<file path="config.mk">
export PLATFORM = sky130hd
export DESIGN_NAME = lc3_mem_arbiter
export DESIGN_NICKNAME = d
export VERILOG_FILES = /design/src/rtl/lc3_mem_arbiter.sv
export SDC_FILE = /design/constraint.sdc
export NUM_CORES = 1
export LEC_CHECK = 0
export BUFFER_PORTS_ARGS = -buffer_cell sky130_fd_sc_hd__buf_2
export CORE_MARGIN = 2
export CORE_UTILIZATION = 50
export DETAILED_ROUTE_END_ITERATION = 7
export PLACE_DENSITY = 0.88
export SLEW_MARGIN = 5
export SYNTH_ARGS = -nofsm -noshare
export SYNTH_HDL_FRONTEND = slang
export SYNTH_SLANG_ARGS = --single-unit
</file>
<file path="constraint.sdc">
create_clock -name clk -period 5.2 [get_ports clk]
set_input_delay 0.26 -clock clk [delete_from_list [all_inputs] [get_ports clk]]
set_output_delay 0.26 -clock clk [all_outputs]
set_load 0.1 [all_outputs]
</file>
<file path="src/rtl/lc3_mem_arbiter.sv">
// Round-robin arbiter and sequencer for the single-port LC-3 RAM.
// Serves one access at a time and returns one response pulse per grant.
`timescale 1ns/1ps
module lc3_mem_arbiter #(
   parameter int N_REQ  = 3,
   parameter int AW     = 16,
   parameter int DW     = 16,
   parameter int RD_LAT = 2
) (
   input  logic               clk,
   input  logic               rst_n,
   input  logic [N_REQ-1:0]   req_valid,
   input  logic [N_REQ-1:0]   req_we,
   input  logic [N_REQ*AW-1:0] req_addr,
   input  logic [N_REQ*DW-1:0] req_wdata,
   output logic [N_REQ-1:0]   req_ready,
   output logic [N_REQ-1:0]   rsp_valid,
   output logic [DW-1:0]      rsp_rdata,
   output logic               mem_en,
   output logic               mem_we,
   output logic [AW-1:0]      mem_addr,
   output logic [DW-1:0]      mem_wdata,
   input  logic [DW-1:0]      mem_rdata,
   output logic               busy
);

   localparam int IDW = (N_REQ > 1) ? $clog2(N_REQ) : 1;
   localparam int CW  = $clog2(RD_LAT + 1);
   localparam logic [N_REQ-1:0] ONE = 1;

   typedef enum logic [1:0] {
      S_IDLE,
      S_ISSUE,
      S_WAIT,
      S_RESP
   } state_t;

   state_t           r_state;
   state_t           w_next;
   logic [IDW-1:0]   r_last;
   logic [IDW-1:0]   r_id;
   logic [IDW-1:0]   w_win;
   logic             w_found;
   logic             w_hs;
   logic             r_we;
   logic [AW-1:0]    r_addr;
   logic [DW-1:0]    r_wdata;
   logic [DW-1:0]    r_rdata;
   logic [CW-1:0]    r_cnt;
   logic             w_load;
   logic             w_cap;

   // Search starts one past the last grant so every requester gets a turn.
   always_comb begin : arb
      int idx;
      idx     = 0;
      w_found = 1'b0;
      w_win   = '0;
      for (int k = 1; k <= N_REQ; k++) begin
         idx = (int'(r_last) + k) % N_REQ;
         if (!w_found && req_valid[IDW'(idx)]) begin
            w_found = 1'b1;
            w_win   = IDW'(idx);
         end
      end
   end

   assign req_ready = (rst_n && r_state == S_IDLE && w_found) ?
                      (ONE << w_win) : '0;
   assign w_hs      = |(req_valid & req_ready);

   assign mem_addr  = r_addr;
   assign mem_wdata = r_wdata;

   always_ff @(posedge clk or negedge rst_n) begin
      if (!rst_n) begin
         r_state <= S_IDLE;
      end else begin
         r_state <= w_next;
      end
   end

   always_comb begin
      w_next    = r_state;
      mem_en    = 1'b0;
      mem_we    = 1'b0;
      w_load    = 1'b0;
      w_cap     = 1'b0;
      rsp_valid = '0;
      rsp_rdata = '0;
      busy      = 1'b1;
      unique case (r_state)
         S_IDLE: begin
            busy = 1'b0;
            if (w_hs) begin
               w_next = S_ISSUE;
            end
         end
         S_ISSUE: begin
            mem_en = 1'b1;
            mem_we = r_we;
            if (r_we) begin
               w_next = S_RESP;
            end else begin
               w_load = 1'b1;
               w_next = S_WAIT;
            end
         end
         S_WAIT: begin
            mem_en = 1'b1;
            if (r_cnt == CW'(1)) begin
               w_cap  = 1'b1;
               w_next = S_RESP;
            end
         end
         S_RESP: begin
            rsp_valid = ONE << r_id;
            rsp_rdata = r_we ? '0 : r_rdata;
            w_next    = S_IDLE;
         end
         default: begin
            w_next = S_IDLE;
         end
      endcase
   end

   // Payload is taken only on the handshake edge; earlier changes are ignored.
   always_ff @(posedge clk or negedge rst_n) begin
      if (!rst_n) begin
         r_last  <= IDW'(N_REQ - 1);
         r_id    <= '0;
         r_we    <= 1'b0;
         r_addr  <= '0;
         r_wdata <= '0;
         r_rdata <= '0;
         r_cnt   <= '0;
      end else begin
         if (w_hs) begin
            r_id    <= w_win;
            r_last  <= w_win;
            r_we    <= req_we[w_win];
            r_addr  <= req_addr[w_win*AW +: AW];
            r_wdata <= req_wdata[w_win*DW +: DW];
         end
         if (w_load) begin
            r_cnt <= CW'(RD_LAT);
         end else if (r_state == S_WAIT) begin
            r_cnt <= r_cnt - CW'(1);
         end
         if (w_cap) begin
            r_rdata <= mem_rdata;
         end
      end
   end

endmodule

</file>
After elaboration in Yosys (flattened, before gate mapping)
Index checks and enable logic that the tools add are counted.

Flip-flop bits (word level): 57. Input bits: 120. Output and inout bits: 57. Logic and storage cells: 75.

Add/sub/neg operators: 4. Divide/modulo/power cells: 3. Magnitude comparators: 4. Equal/unequal tests: 6. Shift operators: 4. Multiplexer cells: 34. Bitwise logic cells: 1. Reduce and logical (&&, ||, !) cells: 11.

Operators with widths (count): 32-bit by 3-bit remainder unit with 32-bit output, second input constant (3); 48-bit by 7-bit indexed part select with 16-bit output (2); 16-bit two-way mux (2); 1-bit two-way mux (18); 2-bit two-way mux (7); 2-bit by 4-bit < comparator with 1-bit output, second input constant (3); 1-bit binary-select mux with 2-bit select (4); 2-bit one-hot mux with 4 select lines (1); 2-bit by 2-bit adder with 3-bit output, second input constant (2); 3-bit two-way mux (2); 1-bit by 2-bit << shifter with 3-bit output, first input constant (2); 2-bit by 1-bit equality test with 1-bit output, second input constant (2); 2-bit equality test, second input constant (2); 1-bit logical AND (4); 2-bit != test, second input constant (2); 2-bit by 1-bit adder with 3-bit output, second input constant (1); 3-bit bitwise AND (1); 2-bit by 3-bit < comparator with 1-bit output, second input constant (1); 3-bit OR reduction (1); 1-bit zero test (2); 2-bit zero test (1); 2-bit AND reduction (1); 2-bit nonzero test (1); 2-bit OR reduction (1); 2-bit by 1-bit subtractor with 2-bit output, second input constant (1).

Longest topological paths before layout
Depth in word-level cells: 18. Mapped depth: 9. Mapped depth without buffers: 7.

Worst setup path after synthesis
No wires, ideal clock.

Path kind: register to output. Start: register r_last[1]. End: output port req_ready[0]. Arrival time: 3.448 ns. Data required time: 4.940 ns. Setup slack: 1.492 ns. Cell stages (with the launch flop): 10. Cell sequence: dfstp_2 > inv_1 > ha_1 > nor2b_1 > o21a_4 > nor4_2 > buf_4 > buf_6 > nand2_1 > a21boi_1.

Longest elaborated chain between the ends: 14.

Ends and longest elaborated chain: start, declared (RTL line 40) `logic [IDW-1:0] r_last;`; start signal, assigned (RTL line 130) `r_last <= IDW'(N_REQ - 1);`; start signal, assigned (RTL line 140) `r_last <= w_win;`; 2-bit by 1-bit adder with 3-bit output (RTL line 60) `idx = (int'(r_last) + k) % N_REQ;`; 32-bit by 3-bit remainder unit with 32-bit output (RTL line 60); 1-bit binary-select mux with 2-bit select (RTL line 61) `if (!w_found && req_valid[IDW'(idx)]) begin`; 1-bit two-way mux (implied by the code) (2 in a row) (RTL line 61); 1-bit two-way mux (RTL line 61); 1-bit zero test (RTL line 61); 1-bit logical AND (RTL line 61); 1-bit two-way mux (RTL line 61); 1-bit zero test (RTL line 61); 1-bit logical AND (RTL line 61); 2-bit two-way mux / 1-bit two-way mux (equally long branches) (RTL line 61); 1-bit by 2-bit << shifter with 3-bit output / 1-bit logical AND (equally long branches) (RTL line 69, 68); 3-bit two-way mux * (RTL line 68) `assign req_ready = (rst_n && r_state == S_IDLE && w_found) ?`; end, declared (RTL line 16) `output logic [N_REQ-1:0] req_ready,`.

Every way passes the cells marked *; elsewhere a longest branch is shown, timed or not. The select of a mux whose other input is x is not followed.

Final worst setup path
Start: register r_last[1]. End: output port req_ready[1].

Same word-level chain as after synthesis.

==> results.txt <==
Vertical die dimension = 96.3 um
Most used DFF post-synth = sky130_fd_sc_hd__dfrtp_1
Number of buffers inserted to repair setup after CTS = 0
Min Hold Slack = 0.105 ns
Clock transition at the register clock pins on the worst setup and hold paths after CTS = 0.12 ns
Iter 0 DRT Violations = 162
Capturing instance or port of the critical path = req_ready[1]
Flip-flop and latch count after synthesis = 56
Number of clock sinks = 56
Post-synth net total = 562
Mean instance size in the synthesized netlist = 9.85 um^2
Yosys top cell area share = 32.3%
Clk Latency, worst-skew pair = 0.32 ns
Final antenna diode count = 0
Arrival time at the worst endpoint = 3.52 ns
Share of final-layout standard cells stronger than drive strength 1 = 43.2%
Pin count of the biggest net entering global routing = 57
DIE WIDTH = 96.3 um
Count of final setup violators = 0
Wire length of the first global-routing pass = 18500 um
Detailed placer's ending HPWL = 8760 um
Remaining antenna violation count after routing = 0
Required time of the worst setup path = 4.94 ns
Fmax achieved = 265 MHz
Sequential share of the synthesized area = 33.0%
Placement Rows = 33
Synth area leaders = sky130_fd_sc_hd__dfrtp_1 (32%), sky130_fd_sc_hd__a41oi_2 (13%), sky130_fd_sc_hd__mux2i_1 (8.7%)
Pre-CTS worst setup slack = 1.80 ns
Total of warnings raised by yosys = 0
Clock Skew = 0.0144 ns
Number of top-level design ports = 177
Outcome = finished, final reports clean
Total vias in the final route = 3993
Area added between synthesis and finish = 23.3%
Crit path setup slack, layout = 1.42 ns
Final Cycle Share = 72.6%
Launch point of the worst reg-to-reg path = r_last[1]$_DFFE_PN1P_
Max Transition Viols Final = 0
Time the worst path needs with I/O delays and setup = 3.78 ns
R2R Setup Slk = 1.95 ns
Mean routed wirelength per cell = 17.4 um
Type of origin of the critical path = flop
Longest Clk Path Bufs = 2
Number of DRC violations after detailed routing = 0
Total of buffers placed on input and output ports = 176
Max-cap violations = 0
Core area = 8220 um^2
Post-synth top area cell = sky130_fd_sc_hd__dfrtp_1
Setup repair after global routing missed its margin = false
Number of instances resized during post-cts repair = 0
Post-Synthesis Cell Area = 4260 um^2
Share of synthesized registers carrying an async set or reset = 100%
Worst slew margin relative to its limit = 17.3%
Number of flops mapped to enable cells by yosys = 0
Tightest Pin Transition = 1.24 ns
Class of the worst hold path = in -> async
H-tree levels = 2
Buffer cell driving the clock tree root = sky130_fd_sc_hd__clkbuf_8
Detailed-router iteration count before antenna repair = 4
Cells after Synth = 432
Final weighted congestion in routability-driven placement = 0.860
Most instantiated library cell after synthesis = sky130_fd_sc_hd__o21ai_0
Cell count of the worst reg-to-reg path = 8
Post-synth top cells = sky130_fd_sc_hd__o21ai_0 (64), sky130_fd_sc_hd__dfrtp_1 (55), sky130_fd_sc_hd__and2_1 (50)
Via density = 5.76
Inserted Clock Buffers = 5
Post-layout util = 63.8%
Die outline area = 9270 um^2
Top fanout value on the critical path = 34
Starting utilization of the core area = 51.8%
Nets = 717
Antenna violations before repair = 0
Yosys cell types = 40
Worst setup path start = r_last[1]$_DFFE_PN1P_
Global route overflow = 0
Critical path class = reg -> out
FF-to-FF End = mem_addr[12]$_DFFE_PN0P_
Accumulated negative setup slack = 0 ns
Setup crit end kind = output pin
GR Util All Layers = 25.5%
Final Hold Violating Endpoints = 0
Number of global-route vias before repair = 3964
Clock tree from TritonCTS = yes
Number of buffers added to fix hold violations after cts = 0
Wire length after detailed routing = 12100 um
==> sequential cells by signal, summed over array words and instances (netlist names) <==
register   flops
r_id           1
mem_wdata     16
r_last         2
r_rdata       16
r_cnt          2
r_state        2
r_we           1
mem_addr      16
==> kinds of logic (layout without fill, tap and decap cells) <==
logic type      count (synthesis)  after routing  share of synthesized area, %
xor+xnor                        1              1                         0.206
fa+ha+maj                      10             10                          2.94
buf+inv                        48            204                          6.00
flops                          56             56                          33.0
mux                            54             54                          13.3
compound gates                118            118                          23.9
simple gates                  145            145                          20.7
==> worst min-delay path by stage <==
stage / startpoint / endpoint / cells past startpoint
global placement: rst_n / mem_wdata[6]$_DFFE_PN0P_ / 2
floorplan: rst_n / mem_addr[0]$_DFFE_PN0P_ / 0
global route: rst_n / mem_wdata[0]$_DFFE_PN0P_ / 2
finish: rst_n / r_rdata[7]$_DFFE_PN0P_ / 2
detailed placement: rst_n / mem_wdata[3]$_DFFE_PN0P_ / 2
CTS: rst_n / r_rdata[11]$_DFFE_PN0P_ / 2
==> per-layer routing <==
metal | vias to the layer above | track usage (%) | wire length (um)
met5 | - | 0 | 0
met4 | 0 | 6.67 | 140
met3 | 13 | 5.25 | 1000
met2 | 183 | 45.9 | 5910
met1 | 1937 | 30.9 | 5030
li1 | 1860 | - | -
==> worst max-delay path, cell delays in order (launching register included) <==
cell	delay [ns]
sky130_fd_sc_hd__dfstp_2	0.58
sky130_fd_sc_hd__inv_1	0.07
sky130_fd_sc_hd__ha_1	0.42
sky130_fd_sc_hd__nor2b_1	0.27
sky130_fd_sc_hd__and3_1	0.19
sky130_fd_sc_hd__o21a_1	0.89
sky130_fd_sc_hd__nor2_1	0.14
sky130_fd_sc_hd__nor2b_1	0.19
sky130_fd_sc_hd__buf_2	0.45
==> cell usage in the layout, fill, tap and decap left out, types with 10 or more instances in the layout <==
cell and n:
sky130_fd_sc_hd__mux2_2 16, sky130_fd_sc_hd__mux2i_1 37, sky130_fd_sc_hd__inv_1 12, sky130_fd_sc_hd__o21ai_0 64, sky130_fd_sc_hd__dfrtp_1 55, sky130_fd_sc_hd__nor2_1 39
sky130_fd_sc_hd__buf_2 176, sky130_fd_sc_hd__a41oi_2 33, sky130_fd_sc_hd__ha_1 10, sky130_fd_sc_hd__nor3b_1 35, sky130_fd_sc_hd__and2_1 50
==> metrics by stage <==
step / area (um^2) / std cells
floorplan: 4260 / 432
detailed placement: 5150 / 685
CTS: 5250 / 693
global route: 5250 / 693
finish: 5250 / 693
global placement: 5150 / 685
==> area by class of cell <==
class	instances	area, um^2
fill	661	2970
multi-input combinational	328	2630
sequential	56	1400
timing repair buffer	184	941
tap	105	131
clock buffer	5	68.8
inverter	12	45.0
clock inverter	3	26.3
Power is not shown: default switching activity piles up to over one toggle a cycle in this logic, so the estimate is an artifact.
